<file path="config.mk">
export PLATFORM = sky130hd
export DESIGN_NAME = instr_encoder
export DESIGN_NICKNAME = d
export VERILOG_FILES = /design/src/rtl/instr_encoder.sv
export SDC_FILE = /design/constraint.sdc
export NUM_CORES = 1
export LEC_CHECK = 0
export CAP_MARGIN = 30
export CORE_UTILIZATION = 40
export CTS_CLUSTER_DIAMETER = 150
export DETAILED_ROUTE_END_ITERATION = 6
export DONT_BUFFER_PORTS = 1
export GPL_TIMING_DRIVEN = 0
export HOLD_SLACK_MARGIN = 0.08
export PLACE_DENSITY = 0.52
export REMOVE_ABC_BUFFERS = 1
export SETUP_SLACK_MARGIN = 0.1
export SKIP_CTS_REPAIR_TIMING = 1
export SLEW_MARGIN = 25
export SYNTH_ARGS = -nofsm -noshare
export SYNTH_HDL_FRONTEND = slang
export SYNTH_SLANG_ARGS = --single-unit
</file>
<file path="constraint.sdc">
create_clock -name clk -period 5.7 [get_ports clk]
set_input_delay 1.14 -clock clk [delete_from_list [all_inputs] [get_ports clk]]
set_output_delay 1.14 -clock clk [all_outputs]
set_load 0.02 [all_outputs]
</file>
<file path="src/rtl/instr_encoder.sv">
// rtl/instr_encoder.sv - streams field bundles in, writes encoded MIPS words to instruction memory
// Illegal kind/ALUCode pairs write a NOP and raise the sticky err flag.
module instr_encoder (
  input  logic        clk,
  input  logic        reset,
  input  logic        start,
  input  logic [7:0]  base_addr,
  input  logic        in_valid,
  output logic        in_ready,
  input  logic        in_last,
  input  logic [2:0]  in_kind,
  input  logic [4:0]  in_alu,
  input  logic [4:0]  in_rs,
  input  logic [4:0]  in_rt,
  input  logic [4:0]  in_rd,
  input  logic [4:0]  in_shamt,
  input  logic [15:0] in_imm,
  input  logic [25:0] in_target,
  output logic        imem_we,
  output logic [7:0]  imem_addr,
  output logic [31:0] imem_wdata,
  output logic        busy,
  output logic        done,
  output logic        err,
  output logic [8:0]  word_count
);

  localparam logic [2:0] K_R3 = 3'd0, K_SHIFT = 3'd1, K_IMM = 3'd2, K_LW = 3'd3,
                         K_SW = 3'd4, K_BRANCH = 3'd5, K_J = 3'd6, K_JR = 3'd7;

  // Pipeline ALUCode values
  localparam logic [4:0] A_ADD  = 5'd0,  A_AND  = 5'd1,  A_XOR  = 5'd2,  A_OR   = 5'd3,
                         A_NOR  = 5'd4,  A_SUB  = 5'd5,  A_ANDI = 5'd6,  A_XORI = 5'd7,
                         A_ORI  = 5'd8,  A_JR   = 5'd9,  A_BEQ  = 5'd10, A_BNE  = 5'd11,
                         A_BGEZ = 5'd12, A_BGTZ = 5'd13, A_BLEZ = 5'd14, A_BLTZ = 5'd15,
                         A_SLL  = 5'd16, A_SRL  = 5'd17, A_SRA  = 5'd18, A_SLT  = 5'd19,
                         A_SLTU = 5'd20;

  typedef enum logic [1:0] {S_IDLE, S_RUN, S_DONE} state_t;

  state_t      r_state;
  state_t      w_next_state;
  logic [7:0]  r_addr;
  logic        w_accept;
  logic        w_illegal;
  logic [31:0] w_word;
  logic [5:0]  w_op;
  logic [5:0]  w_funct;
  logic        w_last_word;

  assign w_accept    = in_valid & in_ready;
  assign w_last_word = in_last | (word_count == 9'd255);

  always_ff @(posedge clk or posedge reset) begin
    if (reset) r_state <= S_IDLE;
    else       r_state <= w_next_state;
  end

  always_comb begin
    w_next_state = r_state;
    case (r_state)
      S_IDLE:  if (start) w_next_state = S_RUN;
      S_RUN:   if (w_accept && w_last_word) w_next_state = S_DONE;
      S_DONE:  w_next_state = S_IDLE;
      default: w_next_state = S_IDLE;
    endcase
  end

  always_comb begin
    in_ready = (r_state == S_RUN);
    busy     = (r_state != S_IDLE);
    done     = (r_state == S_DONE);
  end

  always_comb begin
    w_word    = 32'h0;
    w_illegal = 1'b0;
    w_op      = 6'h00;
    w_funct   = 6'h00;
    case (in_kind)
      K_R3: begin
        case (in_alu)
          A_ADD:   w_funct = 6'b100000;
          A_AND:   w_funct = 6'b100100;
          A_XOR:   w_funct = 6'b100110;
          A_OR:    w_funct = 6'b100101;
          A_NOR:   w_funct = 6'b100111;
          A_SUB:   w_funct = 6'b100010;
          A_SLT:   w_funct = 6'b101010;
          A_SLTU:  w_funct = 6'b101011;
          A_SLL:   w_funct = 6'b000100;
          A_SRL:   w_funct = 6'b000110;
          A_SRA:   w_funct = 6'b000111;
          default: w_illegal = 1'b1;
        endcase
        w_word = {6'b000000, in_rs, in_rt, in_rd, 5'b00000, w_funct};
      end
      K_SHIFT: begin
        case (in_alu)
          A_SLL:   w_funct = 6'b000000;
          A_SRL:   w_funct = 6'b000010;
          A_SRA:   w_funct = 6'b000011;
          default: w_illegal = 1'b1;
        endcase
        w_word = {6'b000000, 5'b00000, in_rt, in_rd, in_shamt, w_funct};
      end
      K_IMM: begin
        case (in_alu)
          A_ADD:          w_op = 6'b001000;
          A_AND, A_ANDI:  w_op = 6'b001100;
          A_XOR, A_XORI:  w_op = 6'b001110;
          A_OR, A_ORI:    w_op = 6'b001101;
          A_SLT:          w_op = 6'b001010;
          A_SLTU:         w_op = 6'b001011;
          default:        w_illegal = 1'b1;
        endcase
        w_word = {w_op, in_rs, in_rt, in_imm};
      end
      K_LW, K_SW: begin
        w_illegal = (in_alu != A_ADD);
        w_op      = (in_kind == K_LW) ? 6'b100011 : 6'b101011;
        w_word    = {w_op, in_rs, in_rt, in_imm};
      end
      K_BRANCH: begin
        case (in_alu)
          A_BEQ:   w_word = {6'b000100, in_rs, in_rt, in_imm};
          A_BNE:   w_word = {6'b000101, in_rs, in_rt, in_imm};
          A_BGEZ:  w_word = {6'b000001, in_rs, 5'b00001, in_imm};
          A_BLTZ:  w_word = {6'b000001, in_rs, 5'b00000, in_imm};
          A_BGTZ:  w_word = {6'b000111, in_rs, 5'b00000, in_imm};
          A_BLEZ:  w_word = {6'b000110, in_rs, 5'b00000, in_imm};
          default: w_illegal = 1'b1;
        endcase
      end
      K_J: w_word = {6'b000010, in_target};
      K_JR: begin
        w_illegal = (in_alu != A_JR);
        w_word    = {6'b000000, in_rs, 15'h0000, 6'b001000};
      end
      default: w_illegal = 1'b1;
    endcase
  end

  // word_count moves on the same edge that raises imem_we, so it always equals words written
  always_ff @(posedge clk or posedge reset) begin
    if (reset) begin
      imem_we    <= 1'b0;
      imem_addr  <= 8'h00;
      imem_wdata <= 32'h0;
      r_addr     <= 8'h00;
      word_count <= 9'd0;
      err        <= 1'b0;
    end else begin
      imem_we <= w_accept;
      if (r_state == S_IDLE && start) begin
        r_addr     <= base_addr;
        word_count <= 9'd0;
        err        <= 1'b0;
      end
      if (w_accept) begin
        imem_addr  <= r_addr;
        imem_wdata <= w_illegal ? 32'h0 : w_word;
        r_addr     <= r_addr + 8'd1;
        word_count <= word_count + 9'd1;
        if (w_illegal || (word_count == 9'd255 && !in_last)) err <= 1'b1;
      end
    end
  end

endmodule

</file>
==> impl_metrics.csv <==
group,metric,value,unit
run,maxCapViolations,0,
setup_path,reg2regPathDepth,8,
power,leakage,1.61,nW
setup_path,r2r_end,"imem_wdata[0]",
clocking,cts_tree,"yes",
floorplan,dieWidth,98.6,µm
cells_and_area,final_nets,497,
route,drc_errors,0,
setup_path,crit_fanout,46,
synthesis,ys.flop_type,"dfrtp_1",
clocking,cts_buffer_depth,2,
route,viasPerCell,6.20,
floorplan,rows,34,
timing,report.final.slew_viol_count,0,
cells_and_area,stdcell_area,3980,µm²
power,p_clk_frac,0.207,
timing,finalHoldViolations,0,
setup_path,path_class,"input port to flip-flop",
hold_path,worstHoldEndpoint,"imem_addr[7]",
cells_and_area,fillCellCount,897,
hold_path,min_from,"r_addr[7]",
clocking,clk_latency,0.33,ns
clocking,cts-buffers-inserted,9,
cells_and_area,layout.cells.non_filler,524,
timing,max_freq,338,MHz
cells_and_area,regArea,1500,µm²
synthesis,synth_edf_count,0,
synthesis,ys_types,65,
timing,worst_pin_slew,0.811,ns
timing,setup_viol,0,
floorplan,core_area,8890,µm²
power,p_sw_frac,0.435,
grt,antenna_found_initial,0,
placement,place_inst,508,
hold_path,whs_path_depth,2,
grt,grt_overflow,0,
clocking,htree_levels,3,
clocking,cts.sinks,60,
setup_path,arrival,3.21,ns
power,vdd_drop_max,0.209,mV
placement,dp_hpwl,7.26,mm
cells_and_area,diodes,0,
timing,period_minus_slack,2.96,ns
power,power_frac_comb,0.296,
placement,place_congestion,0.921,
synthesis,ys.warnings.count,0,
cells_and_area,multi_input_area,2000,µm²
setup_path,required,5.94,ns
route,routed_wl,10.3,mm
floorplan,dieHeight,98.6,µm
power,internal-power,0.000998,W
route,dr_total_vias,3249,
grt,grt_pass1_vias,3263,
cells_and_area,drive_gt1_frac,0.130,
floorplan,ios,137,
setup_path,timing.rr.start,"r_state[1]",
placement,dpl_cell_area,3800,µm²
power,pwr-share-seq,0.497,
cells_and_area,synthToLayoutAreaGrowth,6.57,%
synthesis,async_reset_ff_frac,1.00,
grt,grt_max_degree,47,
grt,grt_usage,0.219,
route,first_pass_iters,6,
synthesis,ys_ff_latch,60,
route,drt_iter0_drc,209,
route,avgRoutedWirePerCell,19.6,µm
clocking,clkSlewWorstSetupHoldPaths,0.07,ns
timing,fin_crit_sh,0.519,
setup_path,cp-end-kind,"flip-flop",
clocking,cts_root_buf,"clkbuf_8",
synthesis,syn_area,3730,µm²
setup_path,cp-start-kind,"input port",
route,drtAntennaViolNets,0,
timing,rsz0062_at_grt,"false",
power,p_per_area,444,nW/µm²
placement,portBuffers,0,
power,power.switching,0.000770,W
synthesis,seq_area_frac_synth,0.402,
timing,final.setup_skew,0.0117,ns
floorplan,dieArea,9730,µm²
timing,whs,0.497,ns
hold_path,hold_path_class,"flip-flop to flip-flop",
floorplan,initial_core_util,0.420,
grt,grt_pass1_wl,16.9,mm
setup_path,reg2reg_setup_slack,3.10,ns
outcome,status,"completed",
timing,relSlewSlack,0.458,
synthesis,syn_avg_cell_area,8.71,µm²
synthesis,synthCells,429,
## layout make-up
| type | count | area share |
|---|---|---|
| tap | 108 | 0.0340 |
| sequential | 60 | 0.377 |
| inverter | 18 | 0.0179 |
| clock inverter | 5 | 0.0132 |
| clock buffer | 11 | 0.0330 |
| timing repair buffer | 7 | 0.0229 |
| multi-input combinational | 315 | 0.502 |
## kinds of logic (layout without fill, tap and decap cells)
group	count (synthesis)	count (layout)	share of synthesized area
flops	60	60	0.402
simple gates	169	169	0.227
buf+inv	54	41	0.0636
xor+xnor	3	3	0.00704
fa+ha+maj	3	3	0.0101
compound gates	137	137	0.283
other cells	1	1	0.00100
mux	2	2	0.00536
## registers in the layout (all words and copies together) (netlist names)
register    count
imem_wdata     31
word_count      9
imem_addr       8
r_addr          8
r_state         2
err             1
imem_we         1
## metal layers
metal / vias to the layer above / GRT usage / routed length [µm]
met4: 0 / 0.0482 / 93
met1: 1607 / 0.279 / 4460
met3: 7 / 0.0702 / 740
met5: - / 0 / 0
li1: 1526 / - / -
met2: 109 / 0.363 / 4960
## cells in the mapped netlist, drive strengths merged, types with 8 or more instances
| library cell | count | area, µm² |
|---|---|---|
| nand2 | 66 | 248 |
| nor3 | 16 | 130 |
| o21ai | 31 | 155 |
| a221oi | 11 | 96.3 |
| a211oi | 10 | 118 |
| o31ai | 14 | 125 |
| clkbuf | 22 | 83.8 |
| dfrtp | 60 | 1500 |
| a22oi | 12 | 90.1 |
| buf | 14 | 86.3 |
| nand3 | 8 | 45.0 |
| a31oi | 9 | 56.3 |
| a21oi | 11 | 55.1 |
| nand2b | 11 | 68.8 |
| inv | 17 | 63.8 |
| nor2b | 8 | 50.1 |
| nor2 | 38 | 143 |
## power by group through the flow
stage / registers (W) / clock network [W] / logic, W
CTS: 0.000881 / 0.000378 / 0.000529
finish: 0.000879 / 0.000367 / 0.000523
floorplan: 0.000844 / 0 / 0.000403
detailed placement: 0.000889 / 0 / 0.000525
global route: 0.000898 / 0.000399 / 0.000596
global placement: 0.000886 / 0 / 0.000493
## cell usage in the layout (no fill, tap or decap), drive strengths merged, types with 3 or more instances in the layout
master / Yosys / layout
dfrtp: 60 / 60
nand2: 66 / 66
a221oi: 11 / 11
nor3b: 4 / 4
a31oi: 9 / 9
nor3: 16 / 16
buf: 14 / 7
nor2b: 8 / 8
o211ai: 5 / 5
nor2: 38 / 38
ha: 3 / 3
o22ai: 4 / 4
and3: 3 / 3
o32ai: 3 / 3
a211oi: 10 / 10
a21oi: 11 / 11
a221o: 5 / 5
o21ai: 31 / 31
nand3: 8 / 8
a222oi: 5 / 5
clkbuf: 22 / 11
or2: 3 / 3
clkinv: 1 / 4
o31ai: 14 / 14
nand2b: 11 / 11
a22oi: 12 / 12
inv: 17 / 17
## metrics by stage
step	total power [W]	util	setup WS [ns]	setup TNS (ns)
floorplan	0.00125	-	1.29	0
global placement	0.00138	0.416	-0.581	-5.41
detailed placement	0.00141	0.427	2.44	0
CTS	0.00179	0.448	2.76	0
global route	0.00189	0.448	2.58	0
finish	0.00177	0.448	2.74	0
## worst max-delay path by stage
| stage | start | to | slack [ns] | cells past startpoint |
|---|---|---|---|---|
| floorplan | in_valid | imem_wdata[0] | 1.29 | 6 |
| global placement | in_valid | imem_wdata[0] | -0.58 | 6 |
| detailed placement | in_valid | imem_wdata[0] | 2.44 | 8 |
| CTS | in_valid | imem_wdata[0] | 2.76 | 8 |
| global route | in_valid | imem_wdata[0] | 2.58 | 8 |
| finish | in_valid | imem_wdata[0] | 2.74 | 8 |
## critical path, stage by stage
cell,delay (ns)
nand3b_1,0.08
buf_6,0.19
buf_6,0.18
clkinv_2,0.55
nand2b_1,0.64
a221o_1,0.22
a21oi_1,0.06
nor3_2,0.12
Note: power is estimated with default switching activity, not from simulation.
